--- src/rtl/lcd_frame_assembler_if.sv ---
// Byte-in / frame-out bundle between the UART receiver side and the LCD driver side.
interface lcd_frame_assembler_if #(
    parameter int unsigned BYTE_W  = 8,
    parameter int unsigned N_BYTES = 32
) ();
    localparam int unsigned CntW = $clog2(N_BYTES + 1);

    logic                      i_valid;
    logic [BYTE_W-1:0]         i_data;
    logic                      i_flush;
    logic [N_BYTES*BYTE_W-1:0] o_data;
    logic                      o_frame_stb;
    logic [CntW-1:0]           o_count;
    logic                      o_timeout;

    // Byte source: drives bytes and flush, observes the published frame.
    modport master (
        output i_valid, i_data, i_flush,
        input  o_data, o_frame_stb, o_count, o_timeout
    );

    // Assembler side.
    modport slave (
        input  i_valid, i_data, i_flush,
        output o_data, o_frame_stb, o_count, o_timeout
    );
endinterface

--- src/rtl/lcd_frame_assembler.sv ---
// Collects N_BYTES received bytes in a shadow buffer and publishes them atomically as one frame.
// Partial frames are dropped on flush or after TIMEOUT_CYC idle clocks (0 disables the timer).
module lcd_frame_assembler #(
    parameter int unsigned BYTE_W      = 8,
    parameter int unsigned N_BYTES     = 32,
    parameter int unsigned TIMEOUT_CYC = 50_000_000
) (
    input  logic                 i_clk,
    input  logic                 i_rst,
    lcd_frame_assembler_if.slave bus
);
    localparam int unsigned     CntW    = $clog2(N_BYTES + 1);
    localparam logic [CntW-1:0] LastIdx = CntW'(N_BYTES - 1);

    typedef enum logic [0:0] {StEmpty, StFill} state_e;

    state_e                    state_q;
    logic [CntW-1:0]           count_q;
    // The final byte goes straight to the output, so only N_BYTES-1 slots are buffered.
    logic [BYTE_W-1:0]         shadow_q [N_BYTES-1];
    logic [N_BYTES*BYTE_W-1:0] data_q;
    logic                      frame_stb_q;
    logic                      timeout_q;
    logic                      timer_expired;

    generate
        if (TIMEOUT_CYC > 0) begin : g_timer
            localparam int unsigned     TmrW    = $clog2(TIMEOUT_CYC + 1);
            localparam logic [TmrW-1:0] TmrLast = TmrW'(TIMEOUT_CYC - 1);

            logic [TmrW-1:0] timer_q;
            logic            idle_cycle;

            // A byte or flush on the expiry clock takes priority over the drop.
            assign idle_cycle    = (state_q == StFill) && !bus.i_valid && !bus.i_flush;
            assign timer_expired = idle_cycle && (timer_q == TmrLast);

            // Idle timer: counts idle FILL clocks, clears on any byte, flush or return to EMPTY.
            always_ff @(posedge i_clk or posedge i_rst) begin
                if (i_rst) begin
                    timer_q <= '0;
                end else if (idle_cycle && !timer_expired) begin
                    timer_q <= timer_q + 1'b1;
                end else begin
                    timer_q <= '0;
                end
            end
        end else begin : g_no_timer
            assign timer_expired = 1'b0;
        end
    endgenerate

    // Frame FSM: byte capture, atomic publish, flush and timeout drop, all outputs registered.
    always_ff @(posedge i_clk or posedge i_rst) begin
        if (i_rst) begin
            state_q     <= StEmpty;
            count_q     <= '0;
            data_q      <= '0;
            frame_stb_q <= 1'b0;
            timeout_q   <= 1'b0;
            for (int k = 0; k < int'(N_BYTES) - 1; k++) begin
                shadow_q[k] <= '0;
            end
        end else begin
            frame_stb_q <= 1'b0;
            timeout_q   <= 1'b0;
            if (bus.i_flush) begin
                state_q <= StEmpty;
                count_q <= '0;
            end else if (bus.i_valid) begin
                if (count_q == LastIdx) begin
                    for (int k = 0; k < int'(N_BYTES) - 1; k++) begin
                        data_q[k*BYTE_W +: BYTE_W] <= shadow_q[k];
                    end
                    data_q[(N_BYTES-1)*BYTE_W +: BYTE_W] <= bus.i_data;
                    frame_stb_q <= 1'b1;
                    count_q     <= '0;
                    state_q     <= StEmpty;
                end else begin
                    for (int k = 0; k < int'(N_BYTES) - 1; k++) begin
                        if (count_q == CntW'(k)) begin
                            shadow_q[k] <= bus.i_data;
                        end
                    end
                    count_q <= count_q + 1'b1;
                    state_q <= StFill;
                end
            end else if (timer_expired) begin
                count_q   <= '0;
                state_q   <= StEmpty;
                timeout_q <= 1'b1;
            end
        end
    end

    assign bus.o_data      = data_q;
    assign bus.o_frame_stb = frame_stb_q;
    assign bus.o_count     = count_q;
    assign bus.o_timeout   = timeout_q;
endmodule

--- src/flat_wrapper.sv ---
// flat-port wrapper written by rule: the top's interface ports become plain ports
module lcd_frame_assembler_flat 
#(
    parameter int unsigned BYTE_W      = 8,
    parameter int unsigned N_BYTES     = 32,
    parameter int unsigned TIMEOUT_CYC = 50_000_000
)
  (i_clk, i_rst, bus_i_valid, bus_i_data, bus_i_flush, bus_o_data, bus_o_frame_stb, bus_o_count, bus_o_timeout);
  lcd_frame_assembler_if #(.BYTE_W(BYTE_W), .N_BYTES(N_BYTES)) bus_i ();
  input  logic i_clk;
  input  logic i_rst;
  input wire logic [$bits(bus_i.i_valid)-1:0] bus_i_valid;
  input wire logic [$bits(bus_i.i_data)-1:0] bus_i_data;
  input wire logic [$bits(bus_i.i_flush)-1:0] bus_i_flush;
  output wire logic [$bits(bus_i.o_data)-1:0] bus_o_data;
  output wire logic [$bits(bus_i.o_frame_stb)-1:0] bus_o_frame_stb;
  output wire logic [$bits(bus_i.o_count)-1:0] bus_o_count;
  output wire logic [$bits(bus_i.o_timeout)-1:0] bus_o_timeout;
  assign bus_i.i_valid = bus_i_valid;
  assign bus_i.i_data = bus_i_data;
  assign bus_i.i_flush = bus_i_flush;
  assign bus_o_data = bus_i.o_data;
  assign bus_o_frame_stb = bus_i.o_frame_stb;
  assign bus_o_count = bus_i.o_count;
  assign bus_o_timeout = bus_i.o_timeout;
  lcd_frame_assembler #(.BYTE_W(BYTE_W), .N_BYTES(N_BYTES), .TIMEOUT_CYC(TIMEOUT_CYC)) u_core (.i_clk(i_clk), .i_rst(i_rst), .bus(bus_i));
endmodule
--- config.mk ---
export PLATFORM = sky130hd
export DESIGN_NAME = lcd_frame_assembler_flat
export DESIGN_NICKNAME = d
export VERILOG_FILES = /design/src/rtl/lcd_frame_assembler_if.sv /design/src/rtl/lcd_frame_assembler.sv /design/src/flat_wrapper.sv
export SDC_FILE = /design/constraint.sdc
export NUM_CORES = 1
export LEC_CHECK = 0
export ABC_AREA = 1
export CAP_MARGIN = 5
export CORE_MARGIN = 2
export CORE_UTILIZATION = 55
export CTS_BUF_LIST = sky130_fd_sc_hd__clkbuf_8
export CTS_CLUSTER_DIAMETER = 40
export DETAILED_ROUTE_END_ITERATION = 7
export PLACE_DENSITY = 0.8
export SYNTH_ARGS = -nofsm -noshare
export SYNTH_HDL_FRONTEND = slang
export SYNTH_SLANG_ARGS = --single-unit
export TNS_END_PERCENT = 1
--- constraint.sdc ---
create_clock -name i_clk -period 29.5 [get_ports i_clk]
set_input_delay 4.425 -clock i_clk [delete_from_list [all_inputs] [get_ports i_clk]]
set_output_delay 4.425 -clock i_clk [all_outputs]
set_load 0.005 [all_outputs]
Yosys cells after proc, flatten, opt, wreduce, memory -nomap -nowiden
Index checks and enable logic that the tools add are counted.
{ "word_totals": {"reg_bits": 539, "latch_bits": 0, "ram_bits": 0, "rom_bits": 0, "inputBits": 12, "output_inout_bits": 264, "word_cells": 129, "memories": 0} }
{ "op_classes": {"addsub": 2, "n_mul": 0, "div": 0, "order_cmp": 0, "eq_ne": 32, "n_shift": 0, "n_mux": 15, "n_bitwise": 2, "n_reduce_logical": 41} }
{ "op_table": {"columns": ["operator", "n"], "rows": [
  ["4-bit AND reduction", 31],
  ["6-bit by 5-bit equality test with 1-bit output, second input constant", 16],
  ["6-bit by 4-bit equality test with 1-bit output, second input constant", 8],
  ["26-bit by 1-bit adder with 26-bit output, second input constant", 1],
  ["26-bit equality test, second input constant", 1],
  ["26-bit two-way mux", 1],
  ["6-bit by 3-bit equality test with 1-bit output, second input constant", 4],
  ["6-bit two-way mux", 4],
  ["6-bit by 2-bit equality test with 1-bit output, second input constant", 2],
  ["1-bit two-way mux", 10],
  ["6-bit by 1-bit adder with 6-bit output, second input constant", 1],
  ["6-bit by 1-bit equality test with 1-bit output, second input constant", 1],
  ["6-bit zero test", 1],
  ["1-bit logical AND", 4],
  ["1-bit zero test", 3],
  ["3-bit AND reduction", 1],
  ["3-bit nonzero test", 1],
  ["1-bit inverter", 2]
]} }

Logic depth before layout (Yosys ltp)
Gate-level depths: netlist of the first run.
{ "logic_depth": {"depth_word": 7, "depth_mapped": 10, "depth_no_buf": 9} }

Worst setup path after synthesis of the first run
No wires, ideal clock.
{ "synth_path": {"path_kind": "in2reg", "start": "in bus_i_valid", "end": "reg u_core.shadow_q[191] in the netlist's numbering", "setup_time_ns": 0.127, "arrival_ns": 5.548, "t_required_ns": 29.373, "slack_ns": 23.825, "stages": 9, "path_buffers": 3, "cell_sequence": "inv_1 > or2_1 > buf_6 > nor3_4 > buf_12 > nand2_4 > buf_6 > nand2_1 > o21ai_2"} }
{ "synth_between": {"elab_chain_len": 1} }
{ "synth_lines": {"columns": ["element", "line_no", "rtl"], "rows": [
  ["from (decl)", "flat_wrapper.sv:12", "input wire logic [$bits(bus_i.i_valid)-1:0] bus_i_valid;"],
  ["4-bit AND reduction (no line)", null, null],
  ["to (signal, indexed assignment)", "lcd_frame_assembler.sv:82", "shadow_q[k] <= bus.i_data;"],
  ["to (decl)", "lcd_frame_assembler.sv:20", "logic [BYTE_W-1:0] shadow_q [N_BYTES-1];"]
]} }
No other way between the ends.
A chain may end at the register's enable or synchronous reset.

Final worst setup path of the first run
{ "layout_path": {"start": "in bus_i_valid", "end": "reg u_core.data_q[136] (netlist: u_core.bus.o_data[136])"} }
{ "layout_between": {"elab_chain_len": 1} }
{ "layout_lines": {"columns": ["element", "line_no", "rtl"], "rows": [
  ["3-bit AND reduction (no line)", null, null],
  ["to (signal, indexed assignment)", "lcd_frame_assembler.sv:73", "data_q[k*BYTE_W +: BYTE_W] <= shadow_q[k];"],
  ["to (signal, indexed assignment)", "lcd_frame_assembler.sv:75", "data_q[(N_BYTES-1)*BYTE_W +: BYTE_W] <= bus.i_data;"],
  ["to (decl)", "lcd_frame_assembler.sv:21", "logic [N_BYTES*BYTE_W-1:0] data_q;"]
]} }
No other way between the ends.

==> results of run 1 <==
worst max-delay path: cells and delay by family:
family	cells	cell delay [ps]
simple gates	4	960
buf+inv	5	2630
flip-flops by register name, summed over array words and instances (netlist names):
| register | cells |
|---|---|
| u_core.bus.o_count | 6 |
| u_core.bus.o_timeout | 1 |
| u_core.shadow_q | 248 |
| u_core.bus.o_data | 256 |
| u_core.state_q | 1 |
| u_core.bus.o_frame_stb | 1 |
| u_core.g_timer.timer_q | 26 |
power by group:
| group | internal, mW | switching [mW] |
|---|---|---|
| combinational | 0.00919 | 0.0358 |
| sequential | 0.752 | 0.00738 |
| clock | 0.354 | 0.287 |
| total | 1.12 | 0.330 |
cell families (layout without fill, tap and decap cells):
kind of cell,after synthesis,in the layout
buffers and inverters,175,494
AO/OA/AOI/OAI,246,246
adder cells (fa/ha/maj),5,5
XOR/XNOR,13,13
flip-flops,539,539
AND/OR/NAND/NOR,1356,1356
per-layer routing:
metal | global-route usage | up-vias | share of wire
li1 | - | 7760 | -
met1 | 0.3897 | 8151 | 0.42
met2 | 0.4471 | 662 | 0.48
met3 | 0.05326 | 116 | 0.069
met4 | 0.1092 | 0 | 0.032
met5 | 0 | - | 0
final cells by class:
cell class,count,area (sq um),share of cell area
inverters,62,245.2,0.009541
well taps,511,639.4,0.02488
clock buffers,108,1486,0.05783
multi-input cells,1620,6751,0.2627
clock inverters,42,261.5,0.01017
repair buffers,282,2830,0.1101
flip-flops and latches,539,13490,0.5248
Yosys cell counts, drive strengths merged:
cell type	n
nand2	1224
dfrtp	539
o21ai	243
nor2	103
inv	62
clkbuf	59
buf	54
nand3	24
xor2	7
xnor2	6
ha	5
nand4	3
a21oi	2
nor3	1
o31ai	1
or2	1
final timing paths:
path	endpoint	startpoint	cells after the start	slack, ps
max	u_core.bus.o_data[136]	bus_i_valid	9	21930
min	u_core.bus.o_data[107]	u_core.shadow_q[139]	2	450
max reg2reg	u_core.bus.o_data[136]	u_core.bus.o_count[1]	8	25740
min reg2reg	u_core.bus.o_data[107]	u_core.shadow_q[139]	2	450
max in group asynchronous	u_core.shadow_q[89]	i_rst	4	23000
min in group asynchronous	u_core.bus.o_timeout	i_rst	2	4390
==> reports/results.ini, run 1 <==
[route]
wl_per_cell_microns = 17.35
first_pass_iters = 5
drc_errors = 0
viasPerCell = 5.275
dr.first_iter.drc_count = 1391
num_vias = 16690
ant_nets = 0
routed_wirelength_microns = 54890

[placed_design]
place_ws_ps = 21270
placed_area_sq_um = 23950
gp_congestion = 0.8255
dp_hpwl_microns = 33890
dp_cells = 3014
numPortBuffers = 275

[final_layout]
fin_cells = 3164
area_growth_pct = 21.91
n_fill_cell = 2999
fin_util = 0.6824
final_area_sq_um = 25700
drive_above_1_share = 0.05918
nNetsFinal = 2608
final_common_cell = nand2_1
antenna_cells = 0
final_cell_mix = 1212 x nand2_1, 539 x dfrtp_1, 275 x clkdlybuf4s50_1, 142 x o21ai_0, 108 x clkbuf_8

[power]
ir_drop_mv = 0.03653
p_per_area_nw_per_um2 = 56.23
power.total_mw = 1.445
power.leakage_nw = 13.32

[critical_path]
cp.required_ps = 30060
slowest_delay_ps = 1060
cp-start-kind = input pin
crit_chain = clkdlybuf4s50_1, inv_1, or2_1, inv_1, nand2_4, inv_6, buf_4, nand2_1, nand2_1
crit_type = in2reg
arrival_ps = 8120
slowest_stage = buf_4
path_max_fanout = 132
cp-end-kind = register

[grt]
grt_max_degree = 178
grt_overflow = 0
grt_pass1_vias = 16260
grt_first_pass_wirelength_microns = 87050
antenna_found_initial = 0
track_usage = 0.2817

[floorplan]
initial_utilization = 0.5597
rows = 71
ios = 276
die_area_sq_um = 39910
die_h_microns = 199.8
die_x_microns = 199.8
core_area_sq_um = 37670

[yosys]
synth_top_area_share = 0.6398
synth_compound_area_frac = 0.05905
synth_fa_ha_area_frac = 0.002967
synth_area_leaders = dfrtp_1 64%, nand2_1 22%, o21ai_0 3.4%
synth_nets = 2351
ys_types = 27
synth-xor-area-share = 0.005401
synthCells = 2334
ys_seq_elements = 539
synth_top_cell_by_area = dfrtp_1
synth_top_family_by_area = simple AND/OR/NAND/NOR gates
syn_area_per_cell_sq_um = 9.033
yosysWarnings = 0
synth_mux_area_frac = 0
ys_seq_area_frac = 0.6398
syn_area_sq_um = 21080
synth-simple-area-share = 0.2522

[timing]
setup_violations = 0
final_max_slew_viol_count = 0
setup_tns_ps = 0
timing.final.ws_setup_ps = 21930
slew_headroom = 0.1013
min_period_ps = 7566
post-route-period-util = 0.2565
rsz0062_at_grt = no
clock.fmax_mhz = 132.2
worstMarginPinSlew_ps = 1347
fin_worst_skew_ps = 15.69
hold_violations = 0
hold_ws_ps = 453.5

[clocking]
cts.clk_slew.worst_paths_ps = 60
postCtsSetupBuffers = 0
cts_max_level = 3
cts_hold_buf = 0
clock-sinks = 539
cts-buffers-inserted = 86
ctsResizeCount = 0
clk_latency_ps = 630
clockBufferDepth = 3
cts-root-buf = clkbuf_8
cts_tree = done

[run_status]
outcome = finished, final reports clean

[min_path]
hold_path_class = reg2reg

[run]
cap_violations = 0

(Power assumes the default switching activity.)
==> inputs of run 2 (changes only) <==
- CORE_UTILIZATION: 55 -> 52
- PLACE_DENSITY: 0.8 -> 0.79
- clock period: 29.5 -> 6.7 ns (I/O delays scaled with it)
==> run 2 against run 1 <==
  * Die area increased by 5.7%
  * Clock skew up 16 ps
  * Final cell count is 0.66% higher
  * Design area up 0.12%
  * Combinational power rose to 4.4 times the previous value
  * Critical path type unchanged
  * Worst setup slack got worse by 19000 ps
  * Register-to-register slack got worse by 22000 ps
  * Clock-buffer cell count decreased by 5
  * Sequential power rose to 4.4 times the previous value
==> reports/results.ini, run 2 (synthesis results as in run 1) <==
[run_status]
outcome = finished, final reports clean  ; unchanged

[timing]
setup_violations = 0  ; unchanged
setup_tns_ps = 0  ; unchanged
min_period_ps = 3342
final_max_slew_viol_count = 0  ; unchanged
post-route-period-util = 0.4988
rsz0062_at_grt = no  ; unchanged
slew_headroom = 0.1395  ; was 0.1013
fin_worst_skew_ps = 31.44  ; was 15.69 ps
hold_ws_ps = 451.4  ; was 453.5 ps
hold_violations = 0  ; unchanged
worstMarginPinSlew_ps = 1289  ; was 1347 ps
clock.fmax_mhz = 299.2
timing.final.ws_setup_ps = 3358  ; was 21930 ps

[route]
viasPerCell = 5.212  ; was 5.275
dr.first_iter.drc_count = 1404  ; was 1391
wl_per_cell_microns = 17.19  ; was 17.35 microns
routed_wirelength_microns = 54760  ; was 54890 microns
drc_errors = 0  ; unchanged
first_pass_iters = 6  ; was 5
ant_nets = 0  ; unchanged
num_vias = 16600  ; was 16690

[power]
power.total_mw = 6.289  ; was 1.445 mW
p_per_area_nw_per_um2 = 244.4  ; was 56.23 nW/um^2
power.share.sequential = 0.532  ; was 0.525
power.leakage_nw = 13.34  ; was 13.32 nW
internal_power_mw = 4.825  ; was 1.115 mW
p_sw_mw = 1.464  ; was 0.3301 mW
pwr-share-clk = 0.437  ; was 0.443
power_frac_comb = 0.031  ; about the same
power_switching_share = 0.2328  ; was 0.2284
ir_drop_mv = 0.1791  ; was 0.03653 mV

[final_layout]
final_common_cell = nand2_1  ; unchanged
fin_cells = 3185  ; was 3164
final_cell_mix = 1212 x nand2_1, 539 x dfrtp_1, 275 x clkdlybuf4s50_1, 142 x o21ai_0, 103 x clkbuf_8  ; was 1212 x nand2_1, 539 x dfrtp_1, 275 x clkdlybuf4s50_1, 142 x o21ai_0, 108 x clkbuf_8
fin_util = 0.6447  ; was 0.6824
drive_above_1_share = 0.06170  ; was 0.05918
area_growth_pct = 22.05  ; was 21.91%
largest_reg_flops = 256  ; unchanged
nNetsFinal = 2613  ; was 2608
n_fill_cell = 3232  ; was 2999
final_area_sq_um = 25730  ; was 25700 sq um

[floorplan]
die_x_microns = 205.4  ; was 199.8 microns
ios = 276  ; unchanged
die_area_sq_um = 42170  ; was 39910 sq um
rows = 73  ; was 71
core_area_sq_um = 39910  ; was 37670 sq um
die_h_microns = 205.4  ; was 199.8 microns
initial_utilization = 0.5282  ; was 0.5597

[clocking]
cts_hold_buf = 0  ; unchanged
ctsResizeCount = 0  ; unchanged
cts_tree = done  ; unchanged
cts_max_level = 3  ; unchanged
clock-sinks = 539  ; unchanged
clk_latency_ps = 640  ; was 630 ps
cts-root-buf = clkbuf_8  ; unchanged
cts.clk_slew.worst_paths_ps = 60  ; about the same
postCtsSetupBuffers = 0  ; unchanged
clockBufferDepth = 3  ; unchanged
cts-buffers-inserted = 87  ; was 86

[critical_path]
cp-start-kind = input pin  ; unchanged
reg2regPathDepth = 9  ; was 8
cp-end-kind = register  ; unchanged
path_max_fanout = 85  ; was 132
crit_type = in2reg  ; unchanged
r2r_start = u_core.bus.o_count[3]  ; was u_core.bus.o_count[1]
rrSetupSlack_ps = 3780  ; was 25740 ps
timing.rr.end = u_core.bus.o_data[142]  ; was u_core.bus.o_data[136]
cp.required_ps = 7270  ; was 30060 ps
arrival_ps = 3910  ; was 8120 ps

[placed_design]
gp_congestion = 0.8741  ; was 0.8255
numPortBuffers = 275  ; unchanged
placed_area_sq_um = 24040  ; was 23950 sq um
dp_cells = 3032  ; was 3014
place_ws_ps = 2741  ; was 21270 ps
dp_hpwl_microns = 34200  ; was 33890 microns

[grt]
grt_first_pass_wirelength_microns = 87640  ; was 87050 microns
grt_max_degree = 207  ; was 178
grt_overflow = 0  ; unchanged
grt_pass1_vias = 16450  ; was 16260
antenna_found_initial = 2  ; was 0
track_usage = 0.2664  ; was 0.2817

[min_path]
hold_end = u_core.bus.o_data[122]  ; was u_core.bus.o_data[107]
hp-start = u_core.shadow_q[122]  ; was u_core.shadow_q[139]
hold_path_class = reg2reg  ; unchanged
holdPathStages = 2  ; unchanged

[run]
cap_violations = 0  ; unchanged

==> run 2: worst max-delay path, stage by stage <==
cell	delay [ps]
clkdlybuf4s50_1	520
inv_1	50
or2_1	320
inv_1	160
nand2_4	400
inv_6	690
buf_4	470
nand2_1	130
nand2_1	90
==> run 2: final cells by class <==
class | count | area, sq um | share of cell area
multi-input cells | 1620 | 6751 | 0.2624
clock buffers | 103 | 1418 | 0.05509
clock inverters | 48 | 274.0 | 0.01065
diodes | 2 | 5.005 | 0.0001945
inverters | 62 | 241.5 | 0.009384
flip-flops and latches | 539 | 13490 | 0.5242
well taps | 525 | 656.9 | 0.02553
repair buffers | 286 | 2898 | 0.1126
==> run 2: how the worst max path moves through the flow <==
stage / startpoint / to / depth (start not counted)
after floorplan: i_rst / u_core.bus.o_count[0] / 1
after global placement: bus_i_valid / u_core.bus.o_data[38] / 9
after detailed placement: bus_i_valid / u_core.bus.o_data[142] / 9
after CTS: bus_i_valid / u_core.bus.o_data[33] / 9
after global routing: bus_i_valid / u_core.bus.o_data[32] / 9
final: bus_i_valid / u_core.bus.o_data[142] / 9
==> run 2: metal layers <==
metal	track usage	up-vias	share of wire
li1	-	7772	-
met1	0.3700	8091	0.43
met2	0.4118	609	0.46
met3	0.05306	129	0.069
met4	0.1154	0	0.037
met5	0	-	0
==> run 2: power by group through the flow <==
| stage | Sequential [mW] | Clock, mW | Combinational, mW |
|---|---|---|---|
| 2_1_floorplan | 3.40 | 0 | 0.132 |
| 3_5_place_dp | 3.40 | 0 | 0.203 |
| 4_1_cts | 3.34 | 2.79 | 0.204 |
| 6_report | 3.34 | 2.75 | 0.198 |
| 5_1_grt | 3.35 | 2.95 | 0.227 |
| 3_3_place_gp | 3.40 | 0 | 0.196 |
==> inputs of run 3 (changes only) <==
- clock period: 6.7 -> 3 ns (I/O delays scaled with it)
==> run 3 against run 2 <==
  * Die area did not move
  * Flip-flop and latch count did not move
  * Global-route usage rose by 0.61 points
  * Register-to-register slack got worse by 3000 ps
  * Utilization rose by 1.0 points
  * Non-clock buffer count rose by 40
  * Sequential power rose by 120%
  * Largest power group unchanged
  * Highest routed layer unchanged
==> reports/results.ini, run 3 (synthesis results as in run 1) <==
[run_status]
outcome = finished, final reports clean  ; unchanged

[route]
first_pass_iters = 7  ; was 6
viasPerCell = 5.240  ; was 5.212
drc_errors = 0  ; unchanged
ant_nets = 0  ; unchanged
routed_wirelength_microns = 56010  ; was 54760 microns
wl_per_cell_microns = 17.40  ; was 17.19 microns
dr.first_iter.drc_count = 1289  ; was 1404
num_vias = 16870  ; was 16600

[grt]
track_usage = 0.2725  ; was 0.2664
grt_first_pass_wirelength_microns = 89500  ; was 87640 microns
grt_pass1_vias = 16800  ; was 16450
grt_max_degree = 94  ; was 207
grt_overflow = 0  ; unchanged
antenna_found_initial = 0  ; was 2

[critical_path]
cp-startpoint = u_core.bus.o_count[4]  ; was bus_i_valid
r2r_start = u_core.bus.o_count[0]  ; was u_core.bus.o_count[3]
arrival_ps = 1760  ; was 3910 ps
critical_path.top_delay_family = buffers and inverters  ; unchanged
path_max_fanout = 7  ; was 85
crit_chain = clkdlybuf4s50_1  ; was clkdlybuf4s50_1, inv_1, or2_1, inv_1, nand2_4, inv_6, buf_4, nand2_1, nand2_1
cp-end-kind = output port  ; was register
crit_buf_inv = 1  ; was 5
crit_type = reg2out  ; was in2reg
slowest_stage = clkdlybuf4s50_1  ; was inv_6
cp-start-kind = register  ; was input pin
cp.required_ps = 2550  ; was 7270 ps
slowest_delay_ps = 620  ; was 690 ps

[final_layout]
drive_above_1_share = 0.07387  ; was 0.06170
final_cell_mix = 1212 x nand2_1, 539 x dfrtp_1, 275 x clkdlybuf4s50_1, 142 x o21ai_0, 106 x clkbuf_8  ; was 1212 x nand2_1, 539 x dfrtp_1, 275 x clkdlybuf4s50_1, 142 x o21ai_0, 103 x clkbuf_8
largest_reg_flops = 256  ; unchanged
n_fill_cell = 3073  ; was 3232
nNetsFinal = 2652  ; was 2613
final_common_cell = nand2_1  ; unchanged
area_growth_pct = 24.01  ; was 22.05%
fin_cells = 3219  ; was 3185
final_area_sq_um = 26150  ; was 25730 sq um
antenna_cells = 0  ; was 2

[run]
cap_violations = 0  ; unchanged

[timing]
post-route-period-util = 0.7353
hold_ws_ps = 155.2  ; was 451.4 ps
slew_headroom = 0.5495  ; was 0.1395
final_max_slew_viol_count = 0  ; unchanged
worstMarginPinSlew_ps = 673.3  ; was 1289 ps
rsz0062_at_grt = no  ; unchanged
setup_violations = 0  ; unchanged
fin_worst_skew_ps = 27.62  ; was 31.44 ps
clock.fmax_mhz = 453.3
min_period_ps = 2206
hold_violations = 0  ; unchanged

[floorplan]
rows = 73  ; unchanged
die_x_microns = 205.4  ; unchanged
initial_utilization = 0.5282  ; unchanged
die_area_sq_um = 42170  ; unchanged
ios = 276  ; unchanged
core_area_sq_um = 39910  ; unchanged
die_h_microns = 205.4  ; unchanged

[clocking]
clockBufferDepth = 3  ; unchanged
cts_tree = done  ; unchanged
cts-root-buf = clkbuf_8  ; unchanged
cts.clk_slew.worst_paths_ps = 60  ; about the same
cts_max_level = 3  ; unchanged
postCtsSetupBuffers = 0  ; unchanged
clock-sinks = 539  ; unchanged
ctsResizeCount = 0  ; unchanged
cts_hold_buf = 0  ; unchanged
cts-buffers-inserted = 86  ; was 87
clk_latency_ps = 640  ; about the same

[power]
p_per_area_nw_per_um2 = 537.4  ; was 244.4 nW/um^2
power_frac_comb = 0.035  ; was 0.031
power_switching_share = 0.2325  ; was 0.2328
internal_power_mw = 10.78  ; was 4.825 mW
power.total_mw = 14.05  ; was 6.289 mW
ir_drop_mv = 0.4886  ; was 0.1791 mV
p_sw_mw = 3.267  ; was 1.464 mW
pwr-share-clk = 0.434  ; was 0.437
power.share.sequential = 0.532  ; about the same
power.leakage_nw = 13.55  ; was 13.34 nW

[placed_design]
gp_congestion = 0.8641  ; was 0.8741
dp_hpwl_microns = 36090  ; was 34200 microns
dp_cells = 3072  ; was 3032
numPortBuffers = 275  ; unchanged
placed_area_sq_um = 24470  ; was 24040 sq um

[min_path]
hold_path_class = in2async  ; was reg2reg

[run 3: worst paths after layout]
check,cells after the start,slack (ps),endpoint
worst max-delay path,1,790,bus_o_count[4]
worst max register to register,7,800,u_core.shadow_q[68]
max in group asynchronous,4,2000,u_core.shadow_q[78]
worst min register to register,2,450,u_core.bus.o_data[91]
min in group i_clk,2,450,u_core.bus.o_data[91]
worst min-delay path,2,160,u_core.g_timer.timer_q[12]
[run 3: layout make-up]
type	count	area, sq um	area share
Tap cell	525	656.9	0.02512
Clock buffer	106	1459	0.05580
Timing Repair Buffer	326	3336	0.1276
Inverter	62	241.5	0.009236
Clock inverter	41	212.7	0.008136
Multi-Input combinational cell	1620	6751	0.2582
Sequential cell	539	13490	0.5159
[run 3: power by group through the flow]
stage | Clock [mW] | Combinational [mW] | Sequential (mW)
floorplan | 0 | 0.295 | 7.58
global placement | 0 | 0.483 | 7.59
detailed placement | 0 | 0.501 | 7.59
CTS | 6.18 | 0.502 | 7.47
global route | 6.52 | 0.557 | 7.48
finish | 6.09 | 0.491 | 7.47
[run 3: routing by layer]
metal  part of all wire  GRT usage  up-vias
met5                  0          0        -
met4              0.039     0.1220        0
met3              0.068    0.04545      146
met2               0.46     0.4258      666
met1               0.43     0.3784     8217
li1                   -          -     7840
[run 3: stage by stage]
step / setup WS [ps] / setup TNS (ps) / utilization
2_1_floorplan: -4780 / -2576410 / -
3_3_place_gp: 456.8 / 0 / 0.6131
3_5_place_dp: 392.6 / 0 / 0.6131
4_1_cts: 759.3 / 0 / 0.6550
5_1_grt: 642.3 / 0 / 0.6550
6_report: 794.1 / 0 / 0.6550
